File: config.mk
export PLATFORM = sky130hd
export DESIGN_NAME = mem_access_unit
export DESIGN_NICKNAME = d
export VERILOG_FILES = /design/src/rtl/mem_access_unit.sv
export SDC_FILE = /design/constraint.sdc
export NUM_CORES = 1
export LEC_CHECK = 0
export CAP_MARGIN = 20
export CORE_ASPECT_RATIO = 1.5
export CORE_UTILIZATION = 40
export DETAILED_ROUTE_END_ITERATION = 8
export GPL_TIMING_DRIVEN = 0
export PLACE_DENSITY = 0.76
export SYNTH_ARGS = -nofsm -noshare
export SYNTH_HDL_FRONTEND = slang
export SYNTH_SLANG_ARGS = --single-unit
File: constraint.sdc
create_clock -name clk_i -period 5.25 [get_ports clk_i]
set_clock_uncertainty 0.1 [all_clocks]
set_input_delay 1.575 -clock clk_i [delete_from_list [all_inputs] [get_ports clk_i]]
set_output_delay 1.575 -clock clk_i [all_outputs]
set_load 0.02 [all_outputs]
File: src/rtl/mem_access_unit.sv
// mem_access_unit: byte-enabled load/store sequencer between the MEM stage and data memory.
// Handles sub-word and misaligned loads/stores with sign or zero extension, DATA_WIDTH 32 or 64.
// Optional feature macro MISALIGN_SPLIT_EN: word-crossing accesses become two memory beats;
// without it, any access not aligned to its own size completes with resp_err_o and no beat.
// Ports:
//   clk_i, rst_i                      clock, asynchronous active-high reset
//   req_valid_i / req_ready_o         request handshake (ready only in IDLE)
//   req_write_i, req_addr_i           store flag, byte address
//   req_ctrl_i                        [1:0] size (byte/half/word/dword), [2] unsigned load
//   req_wdata_i                       right-justified store data
//   mem_valid_o / mem_ready_i         memory beat handshake (read data valid with ready)
//   mem_we_o, mem_addr_o, mem_be_o    beat direction, word-aligned address, byte enables
//   mem_wdata_o, mem_rdata_i          lane-aligned write data, read data
//   resp_valid_o, resp_err_o          one-cycle completion pulse and error flag
//   resp_rdata_o                      extended load result, 0 for stores and errors
module mem_access_unit #(
    parameter int DATA_WIDTH = 32,
    parameter int ADDR_WIDTH = 32
) (
    input  logic                    clk_i,
    input  logic                    rst_i,
    input  logic                    req_valid_i,
    output logic                    req_ready_o,
    input  logic                    req_write_i,
    input  logic [ADDR_WIDTH-1:0]   req_addr_i,
    input  logic [2:0]              req_ctrl_i,
    input  logic [DATA_WIDTH-1:0]   req_wdata_i,
    output logic                    mem_valid_o,
    input  logic                    mem_ready_i,
    output logic                    mem_we_o,
    output logic [ADDR_WIDTH-1:0]   mem_addr_o,
    output logic [DATA_WIDTH/8-1:0] mem_be_o,
    output logic [DATA_WIDTH-1:0]   mem_wdata_o,
    input  logic [DATA_WIDTH-1:0]   mem_rdata_i,
    output logic                    resp_valid_o,
    output logic                    resp_err_o,
    output logic [DATA_WIDTH-1:0]   resp_rdata_o
);
    localparam int WB  = DATA_WIDTH / 8;
    localparam int OW  = $clog2(WB);
    localparam int IW  = $clog2(DATA_WIDTH);
    localparam int SW  = IW + 1;
    localparam int BW2 = 2 * WB;

    typedef enum logic [1:0] {
        IDLE  = 2'd0,
        BEAT0 = 2'd1,
`ifdef MISALIGN_SPLIT_EN
        BEAT1 = 2'd2,
`endif
        RESP  = 2'd3
    } state_t;

    state_t state, nxt;

    logic                  write_q, err_q;
    logic [ADDR_WIDTH-1:0] addr_q;
    logic [2:0]            ctrl_q;
    logic [DATA_WIDTH-1:0] wdata_q, asm_q;

    logic                  illegal, bad_req, sgn;
    logic [OW-1:0]         off;
    logic [3:0]            nb;
    logic [OW+2:0]         sh0;
    logic [6:0]            shn;
    logic [IW-1:0]         msb;
    logic [BW2-1:0]        mask;
    logic [ADDR_WIDTH-1:0] base;
    logic [WB-1:0]         be0;
    logic [DATA_WIDTH-1:0] wd0, keep, ext;

    assign illegal = (req_ctrl_i == 3'b111) || (req_write_i && req_ctrl_i[2]) ||
                     (DATA_WIDTH == 32 && (req_ctrl_i[1:0] == 2'b11 || req_ctrl_i == 3'b110));

`ifdef MISALIGN_SPLIT_EN
    assign bad_req = illegal;
`else
    logic [3:0] req_nb;
    assign req_nb  = 4'd1 << req_ctrl_i[1:0];
    assign bad_req = illegal || ((4'(req_addr_i[OW-1:0]) & (req_nb - 4'd1)) != 4'd0);
`endif

    assign off  = addr_q[OW-1:0];
    assign nb   = 4'd1 << ctrl_q[1:0];
    assign sh0  = {off, 3'b000};
    assign base = {addr_q[ADDR_WIDTH-1:OW], {OW{1'b0}}};
    // Byte mask is built double-width so its overflow past the word becomes the second beat's enables.
    assign mask = (BW2'(1) << nb) - BW2'(1);

    // Extension: keep the low nbytes, fill the rest with the sign bit unless unsigned.
    assign shn  = {nb, 3'b000};
    assign keep = ~({DATA_WIDTH{1'b1}} << shn);
    assign msb  = IW'(shn - 7'd1);
    assign sgn  = !ctrl_q[2] && asm_q[msb];
    assign ext  = (asm_q & keep) | ({DATA_WIDTH{sgn}} & ~keep);

`ifdef MISALIGN_SPLIT_EN
    logic [BW2-1:0]          be_full;
    logic [2*DATA_WIDTH-1:0] wd_full;
    logic [SW-1:0]           sh1;
    logic [4:0]              end_b;
    logic                    split;
    logic [WB-1:0]           be1;
    logic [DATA_WIDTH-1:0]   wd1;
    assign be_full = mask << off;
    assign be0     = be_full[WB-1:0];
    assign be1     = be_full[BW2-1:WB];
    assign wd_full = {{DATA_WIDTH{1'b0}}, wdata_q} << sh0;
    assign wd0     = wd_full[DATA_WIDTH-1:0];
    assign wd1     = wd_full[2*DATA_WIDTH-1:DATA_WIDTH];
    assign sh1     = SW'(DATA_WIDTH) - SW'(sh0);
    assign end_b   = 5'(off) + 5'(nb);
    assign split   = end_b > 5'(WB);
`else
    assign be0 = WB'(mask << off);
    assign wd0 = wdata_q << sh0;
`endif

    always_ff @(posedge clk_i or posedge rst_i) begin
        if (rst_i) state <= IDLE;
        else       state <= nxt;
    end

    always_comb begin
        nxt = state;
        case (state)
            IDLE:  if (req_valid_i) nxt = bad_req ? RESP : BEAT0;
`ifdef MISALIGN_SPLIT_EN
            BEAT0: if (mem_ready_i) nxt = split ? BEAT1 : RESP;
            BEAT1: if (mem_ready_i) nxt = RESP;
`else
            BEAT0: if (mem_ready_i) nxt = RESP;
`endif
            RESP:  nxt = IDLE;
            default: nxt = IDLE;
        endcase
    end

    always_ff @(posedge clk_i or posedge rst_i) begin
        if (rst_i) begin
            write_q <= 1'b0;
            err_q   <= 1'b0;
            addr_q  <= '0;
            ctrl_q  <= '0;
            wdata_q <= '0;
            asm_q   <= '0;
        end else begin
            if (state == IDLE && req_valid_i) begin
                write_q <= req_write_i;
                err_q   <= bad_req;
                addr_q  <= req_addr_i;
                ctrl_q  <= req_ctrl_i;
                wdata_q <= req_wdata_i;
            end
            if (state == BEAT0 && mem_ready_i) asm_q <= mem_rdata_i >> sh0;
`ifdef MISALIGN_SPLIT_EN
            if (state == BEAT1 && mem_ready_i) asm_q <= asm_q | (mem_rdata_i << sh1);
`endif
        end
    end

    // Beat outputs depend only on state and latched request, so they hold while memory stalls.
    always_comb begin
        req_ready_o = state == IDLE;
        mem_valid_o = 1'b0;
        mem_addr_o  = '0;
        mem_be_o    = '0;
        mem_wdata_o = '0;
        if (state == BEAT0) begin
            mem_valid_o = 1'b1;
            mem_addr_o  = base;
            mem_be_o    = be0;
            mem_wdata_o = wd0;
        end
`ifdef MISALIGN_SPLIT_EN
        if (state == BEAT1) begin
            mem_valid_o = 1'b1;
            mem_addr_o  = base + ADDR_WIDTH'(WB);
            mem_be_o    = be1;
            mem_wdata_o = wd1;
        end
`endif
        mem_we_o     = mem_valid_o && write_q;
        resp_valid_o = state == RESP;
        resp_err_o   = resp_valid_o && err_q;
        resp_rdata_o = (resp_valid_o && !err_q && !write_q) ? ext : '0;
    end
endmodule
==> run_results.csv, run 1 <==
group,metric,value,unit
run_status,status,"finished, final reports clean",
cells_and_area,final_cells,898,
clock_tree,cts-root-buf,"clkbuf_16",
sta,drv_slew,0,
floorplan,ioPinCount,209,
yosys,synth_top_area_share,0.454,
floorplan,start_util,0.415,
pwr,leakagePower,3.66,nW
clock_tree,cts_hold_buffers,0,
yosys,synth_area,5670,µm²
yosys,synth.area.top_cells,"dfrtp_1 45%, mux2_4 17%, mux2i_1 7.1%",
cells_and_area,area_growth,45.2,%
job,cap_violations,0,
drt,finalWirelength,18.0,mm
min_path,hold_class,"reg2reg",
floorplan,die-height,148,µm
pwr,sequentialPowerShare,0.291,
cells_and_area,design_area,8240,µm²
yosys,ys_warn_count,0,
global_route,overflow,0,
worst_setup_path,cpPeakStageDelay,600,ps
worst_setup_path,endpoint_kind,"output port",
drt,final_antenna_net_count,0,
sta,rsz0062_at_grt,"false",
pwr,comb_power_share,0.586,
sta,max_freq,219,MHz
pwr,vdd_drop_max,0.000346,V
clock_tree,cts_tree,"built",
cells_and_area,final_layout_size_suffix_gt1_frac,0.139,
clock_tree,clk_latency,330,ps
placed_design,place_congestion,0.869,
yosys,synth_flop_cell,"dfrtp_1",
global_route,use_met1,0.289,
yosys,synth-seq-cells,103,
cells_and_area,nNetsFinal,835,
cells_and_area,regArea,2580,µm²
yosys,synth_largest_area_cell,"dfrtp_1",
pwr,power.internal,0.00296,W
yosys,synthCells,512,
yosys,ys_types,34,
worst_setup_path,cp_max_fo,10,
worst_setup_path,startpoint_type,"register",
global_route,grtUsageTotal,0.249,
cells_and_area,multi_input_area,2800,µm²
yosys,seq_area_frac_synth,0.454,
sta,finalCriticalPeriod,4560,ps
worst_setup_path,worstPathArrival,2880,ps
worst_setup_path,path_cells,"clkbuf_1, nor2_1, clkbuf_1, and3_1, clkdlybuf4s50_1",
clock_tree,clock-sinks,103,
sta,whs,389,ps
cells_and_area,nFillCells,1128,
placed_design,place_area,7970,µm²
cells_and_area,final_core_util,0.603,
clock_tree,cts_buffer_depth,2,
sta,hold_violations,0,
placed_design,portBuffers,206,
yosys,avgSynthCellArea,11.1,µm²
yosys,yosys-top-cells-count,"103 x dfrtp_1, 66 x mux2_4, 43 x nand2_1",
worst_setup_path,cp.required,3580,ps
drt,route.detailed.drc,0,
yosys,yosysMostFrequentCell,"dfrtp_1",
floorplan,core-area,13700,µm²
global_route,antenna_found_initial,1,
worst_setup_path,worst_path_max_delay_cell,"clkdlybuf4s50_1",
pwr,powerDensity,603,nW/µm²
pwr,switching_power,0.00202,W
pwr,swShare,0.405,
global_route,grt_pass1_wl,27.9,mm
sta,worst_pin_slew,656,ps
worst_setup_path,path_common_cell,"clkbuf_1",
worst_setup_path,path_class,"reg2out",
pwr,clockPowerShare,0.124,
global_route,top_usage_layer,"met2",
global_route,grt_max_degree,65,
sta,period_share,0.868,
clock_tree,cts.repair.resized,0,
global_route,met2_usage,0.438,
clock_tree,numCtsBuffers,9,
drt,viasPerCell,5.49,
floorplan,design.die.area,14700,µm²
drt,drtIter0Drc,180,
clock_tree,cts_htree_levels,3,
global_route,first_global_vias,5167,
yosys,synth_edf_count,0,
global_route,met3_usage,0.0440,
drt,wl_per_cell,20.1,µm
sta,max-slew-margin-rel,0.563,
drt,via_count,4933,
yosys,async_flop_share,1.00,
floorplan,die_w,99.2,µm
floorplan,row_count,52,
placed_design,hpwl,13.6,mm
clock_tree,clk_pin_slew_worst_paths,70,ps
placed_design,dp.cells,882,
sta,setup_viol,0,
drt,first_pass_iters,7,
clock_tree,post_cts_buffers,0,
==> metal layers <==
metal	share of wire	routed length, µm	up-vias
li1	-	-	2221
met1	0.38	6820	2445
met2	0.52	9450	226
met3	0.060	1090	41
met4	0.037	665	0
met5	0	0	-
==> kinds of logic (layout without fill, tap and decap cells) <==
kind of cell           count (synthesis)  in the layout  synth area share
AOI/OAI and AO/OA                    104            104             0.118
other                                  1              3          0.000661
and+or+nand+nor                      134            134             0.122
DFF                                  103            103             0.454
muxes                                109            109             0.251
buffers and inverters                 61            283            0.0534
==> layout make-up <==
type                       count  area share
antenna                        1    0.000304
buffer                        42      0.0281
clock buffer                  12      0.0299
clock inverter                 3     0.00243
inverter                      19     0.00896
multi-input combinational    349       0.339
sequential                   103       0.313
tap                          162      0.0246
timing repair buffer         207       0.254
==> placed cells by master (no fill, tap or decap), types with 2 or more instances in the layout <==
| cell | instances |
|---|---|
| clkdlybuf4s50_1 | 206 |
| dfrtp_1 | 103 |
| mux2_4 | 66 |
| nand2_1 | 43 |
| and2_1 | 40 |
| mux2i_1 | 40 |
| a21oi_1 | 25 |
| o21ai_1 | 24 |
| clkbuf_1 | 23 |
| nor2_1 | 20 |
| a211oi_1 | 18 |
| inv_1 | 17 |
| a2bb2oi_1 | 16 |
| and3_1 | 9 |
| nor2b_1 | 9 |
| o21ai_0 | 9 |
| clkbuf_16 | 9 |
| buf_2 | 8 |
| o221ai_1 | 8 |
| buf_6 | 7 |
| buf_4 | 3 |
| nand2b_1 | 3 |
| buf_1 | 3 |
| mux2_1 | 3 |
| nand3b_1 | 3 |
| nor3_1 | 2 |
| o31ai_1 | 2 |
| conb_1 | 2 |
| clkinvlp_4 | 2 |
==> state kept, by name (all words and copies together), names as in the netlist <==
name	cells
asm_q	32
write_q	1
ctrl_q	3
wdata_q	32
addr_q	32
err_q	1
state	2
==> worst max-delay path, delay by kind of cell (launching register included) <==
kind                   cells  cell delay [ps]
and+or+nand+nor            2              780
buffers and inverters      3             1370
DFF                        1              400
==> final timing paths <==
| kind | start | endpoint | slack, ps | cells after the start |
|---|---|---|---|---|
| max reg2reg | addr_q[1]$_DFFE_PP0P_ | asm_q[26]$_DFFE_PP0P_ | 3100 | 5 |
| min | asm_q[1]$_DFFE_PP0P_ | asm_q[1]$_DFFE_PP0P_ | 390 | 2 |
| max in group asynchronous | rst_i | addr_q[11]$_DFFE_PP0P_ | 2800 | 3 |
| min in group asynchronous | rst_i | asm_q[3]$_DFFE_PP0P_ | 1540 | 2 |
| min reg2reg | asm_q[1]$_DFFE_PP0P_ | asm_q[1]$_DFFE_PP0P_ | 390 | 2 |
| max | addr_q[1]$_DFFE_PP0P_ | mem_wdata_o[4] | 690 | 5 |
==> power by group through the flow <==
stage / logic, W / registers, W / clock network, W
3_3_place_gp: 0.00284 / 0.00143 / 0
5_1_grt: 0.00309 / 0.00149 / 0.000662
2_1_floorplan: 0.00190 / 0.00135 / 0
3_5_place_dp: 0.00290 / 0.00145 / 0
6_report: 0.00291 / 0.00144 / 0.000615
4_1_cts: 0.00292 / 0.00144 / 0.000625
==> metrics by stage <==
stage	total power, W	TNS (ps)	worst slack [ps]
CTS	0.00498	0	694
finish	0.00497	0	694
global placement	0.00426	-66410	-655
global route	0.00524	0	606
floorplan	0.00325	0	871
detailed placement	0.00435	0	1060
No activity file was read; power rests on OpenSTA's default activity.
==> inputs of run 2 (changes only) <==
--- a/config.mk
+++ b/config.mk
@@ -10,6 +10,7 @@
 export CORE_UTILIZATION = 40
 export DETAILED_ROUTE_END_ITERATION = 8
 export GPL_TIMING_DRIVEN = 0
+export MAX_ROUTING_LAYER = met4
 export PLACE_DENSITY = 0.76
 export SYNTH_ARGS = -nofsm -noshare
 export SYNTH_HDL_FRONTEND = slang
==> run 2 against run 1 <==
  * Largest power group unchanged
  * Utilization unchanged
  * Global-route usage up 0.66 points
  * Count of clock-buffer cells in the layout unchanged
  * Critical endpoint unchanged
==> run_results.csv, run 2 (synthesis results as in run 1) <==
group,metric,value,unit
run_status,status,"finished, final reports clean",
worst_setup_path,r2r_setup_slack,3110,ps
floorplan,start_util,0.415,
placed_design,place_area,7970,µm²
global_route,grtUsageTotal,0.256,
cells_and_area,reg_top3,"addr_q (32), asm_q (32), wdata_q (32)",
job,cap_violations,0,
cells_and_area,final_cell_mix,"206 x clkdlybuf4s50_1, 103 x dfrtp_1, 66 x mux2_4, 43 x nand2_1",
worst_setup_path,path_class,"reg2out",
pwr,swShare,0.406,
worst_setup_path,endpoint,"mem_wdata_o[4]",
clock_tree,clock-sinks,103,
sta,tns,0,ps
cells_and_area,design_area,8240,µm²
sta,whs,389,ps
clock_tree,cts_hold_buffers,0,
cells_and_area,nNetsFinal,835,
clock_tree,cts-root-buf,"clkbuf_16",
pwr,vdd_drop_max,0.000346,V
clock_tree,cts_htree_levels,3,
pwr,powerDensity,604,nW/µm²
worst_setup_path,startpoint_type,"register",
placed_design,hpwl,13.6,mm
floorplan,ioPinCount,209,
cells_and_area,regArea,2580,µm²
worst_setup_path,rr_worst_depth,5,
worst_setup_path,cp.required,3580,ps
placed_design,place_congestion,0.883,
clock_tree,numCtsBuffers,9,
floorplan,die-height,148,µm
pwr,leakagePower,3.66,nW
sta,hold_violations,0,
global_route,grt_max_degree,65,
drt,finalWirelength,18.0,mm
worst_setup_path,cp_max_fo,10,
worst_setup_path,worstPathArrival,2870,ps
clock_tree,cts_tree,"built",
global_route,antenna_found_initial,1,
sta,drv_slew,0,
floorplan,row_count,52,
drt,drtIter0Drc,236,
clock_tree,cts.repair.resized,0,
clock_tree,clk_latency,330,ps
pwr,clockPowerShare,0.124,
sta,worst_pin_slew,649,ps
pwr,power.internal,0.00296,W
drt,wl_per_cell,20.1,µm
sta,period_share,0.866,
pwr,comb_power_share,0.586,
worst_setup_path,cp-startpoint,"addr_q[1]$_DFFE_PP0P_",
sta,rsz0062_at_grt,"false",
cells_and_area,multi_input_area,2800,µm²
drt,via_count,4902,
drt,first_pass_iters,4,
worst_setup_path,r2r_end,"asm_q[26]$_DFFE_PP0P_",
drt,viasPerCell,5.46,
pwr,sequentialPowerShare,0.290,
cells_and_area,area_growth,45.2,%
min_path,whs_path_depth,2,
clock_tree,cts_buffer_depth,2,
drt,route.detailed.drc,0,
placed_design,portBuffers,206,
global_route,first_global_vias,5159,
worst_setup_path,worstReg2RegStart,"addr_q[1]$_DFFE_PP0P_",
floorplan,design.die.area,14700,µm²
cells_and_area,nFillCells,1128,
worst_setup_path,endpoint_kind,"output port",
sta,max-slew-margin-rel,0.567,
cells_and_area,layout_commonest_cell,"clkdlybuf4s50_1",
global_route,grt_pass1_wl,27.8,mm
clock_tree,post_cts_buffers,0,
drt,final_antenna_net_count,0,
floorplan,die_w,99.2,µm
sta,finalCriticalPeriod,4540,ps
min_path,hold_class,"reg2reg",
cells_and_area,final_layout_size_suffix_gt1_frac,0.139,
global_route,overflow,0,
floorplan,core-area,13700,µm²
clock_tree,clk_pin_slew_worst_paths,70,ps
pwr,switching_power,0.00202,W
pwr,p_total,0.00498,W
sta,max_freq,220,MHz
sta,setup_viol,0,
[run 2: cell counts in the layout (fill, tap and decap cells not counted)]
No cell type changed its count.
[run 2: how the worst min path moves through the flow]
stage                     startpoint                    end  slack (ps)
2_1_floorplan   asm_q[0]$_DFFE_PP0P_   asm_q[0]$_DFFE_PP0P_         350
3_3_place_gp    asm_q[4]$_DFFE_PP0P_   asm_q[4]$_DFFE_PP0P_         360
3_5_place_dp    asm_q[2]$_DFFE_PP0P_   asm_q[2]$_DFFE_PP0P_         370
4_1_cts        asm_q[13]$_DFFE_PP0P_  asm_q[13]$_DFFE_PP0P_         390
5_1_grt        asm_q[29]$_DFFE_PP0P_  asm_q[29]$_DFFE_PP0P_         400
6_report        asm_q[1]$_DFFE_PP0P_   asm_q[1]$_DFFE_PP0P_         390
[run 2: layout make-up]
class / count / share of cell area
Clock inverter: 3 / 0.00243
Timing Repair Buffer: 207 / 0.254
Tap cell: 162 / 0.0246
Buffer: 42 / 0.0281
Sequential cell: 103 / 0.313
Antenna cell: 1 / 0.000304
Clock buffer: 12 / 0.0299
Multi-Input combinational cell: 349 / 0.339
Inverter: 19 / 0.00896
[run 2: per-layer routing]
metal | GRT usage | up-vias | routed length (µm)
li1 | - | 2226 | -
met1 | 0.288 | 2403 | 6860
met2 | 0.438 | 232 | 9480
met3 | 0.0421 | 41 | 1010
met4 | 0.123 | 0 | 652
met5 | - | - | 0
[run 2: critical path, stage by stage, from the launching register on]
cell             delay (ps)
dfrtp_1                 400
clkbuf_1                250
nor2_1                  550
clkbuf_1                510
and3_1                  230
clkdlybuf4s50_1         600
[run 2: metrics by stage]
stage,worst slack (ps),instances,utilization
2_1_floorplan,871,513,-
3_3_place_gp,-655,881,0.581
5_1_grt,606,898,0.603
4_1_cts,694,897,0.603
3_5_place_dp,1060,882,0.584
6_report,705,898,0.603
[run 2: power groups by stage]
stage	Sequential, W	Combinational [W]	Clock [W]
final	0.00144	0.00292	0.000616
after global routing	0.00149	0.00309	0.000661
after CTS	0.00144	0.00292	0.000625
after detailed placement	0.00145	0.00290	0
after global placement	0.00143	0.00284	0
after floorplan	0.00135	0.00190	0
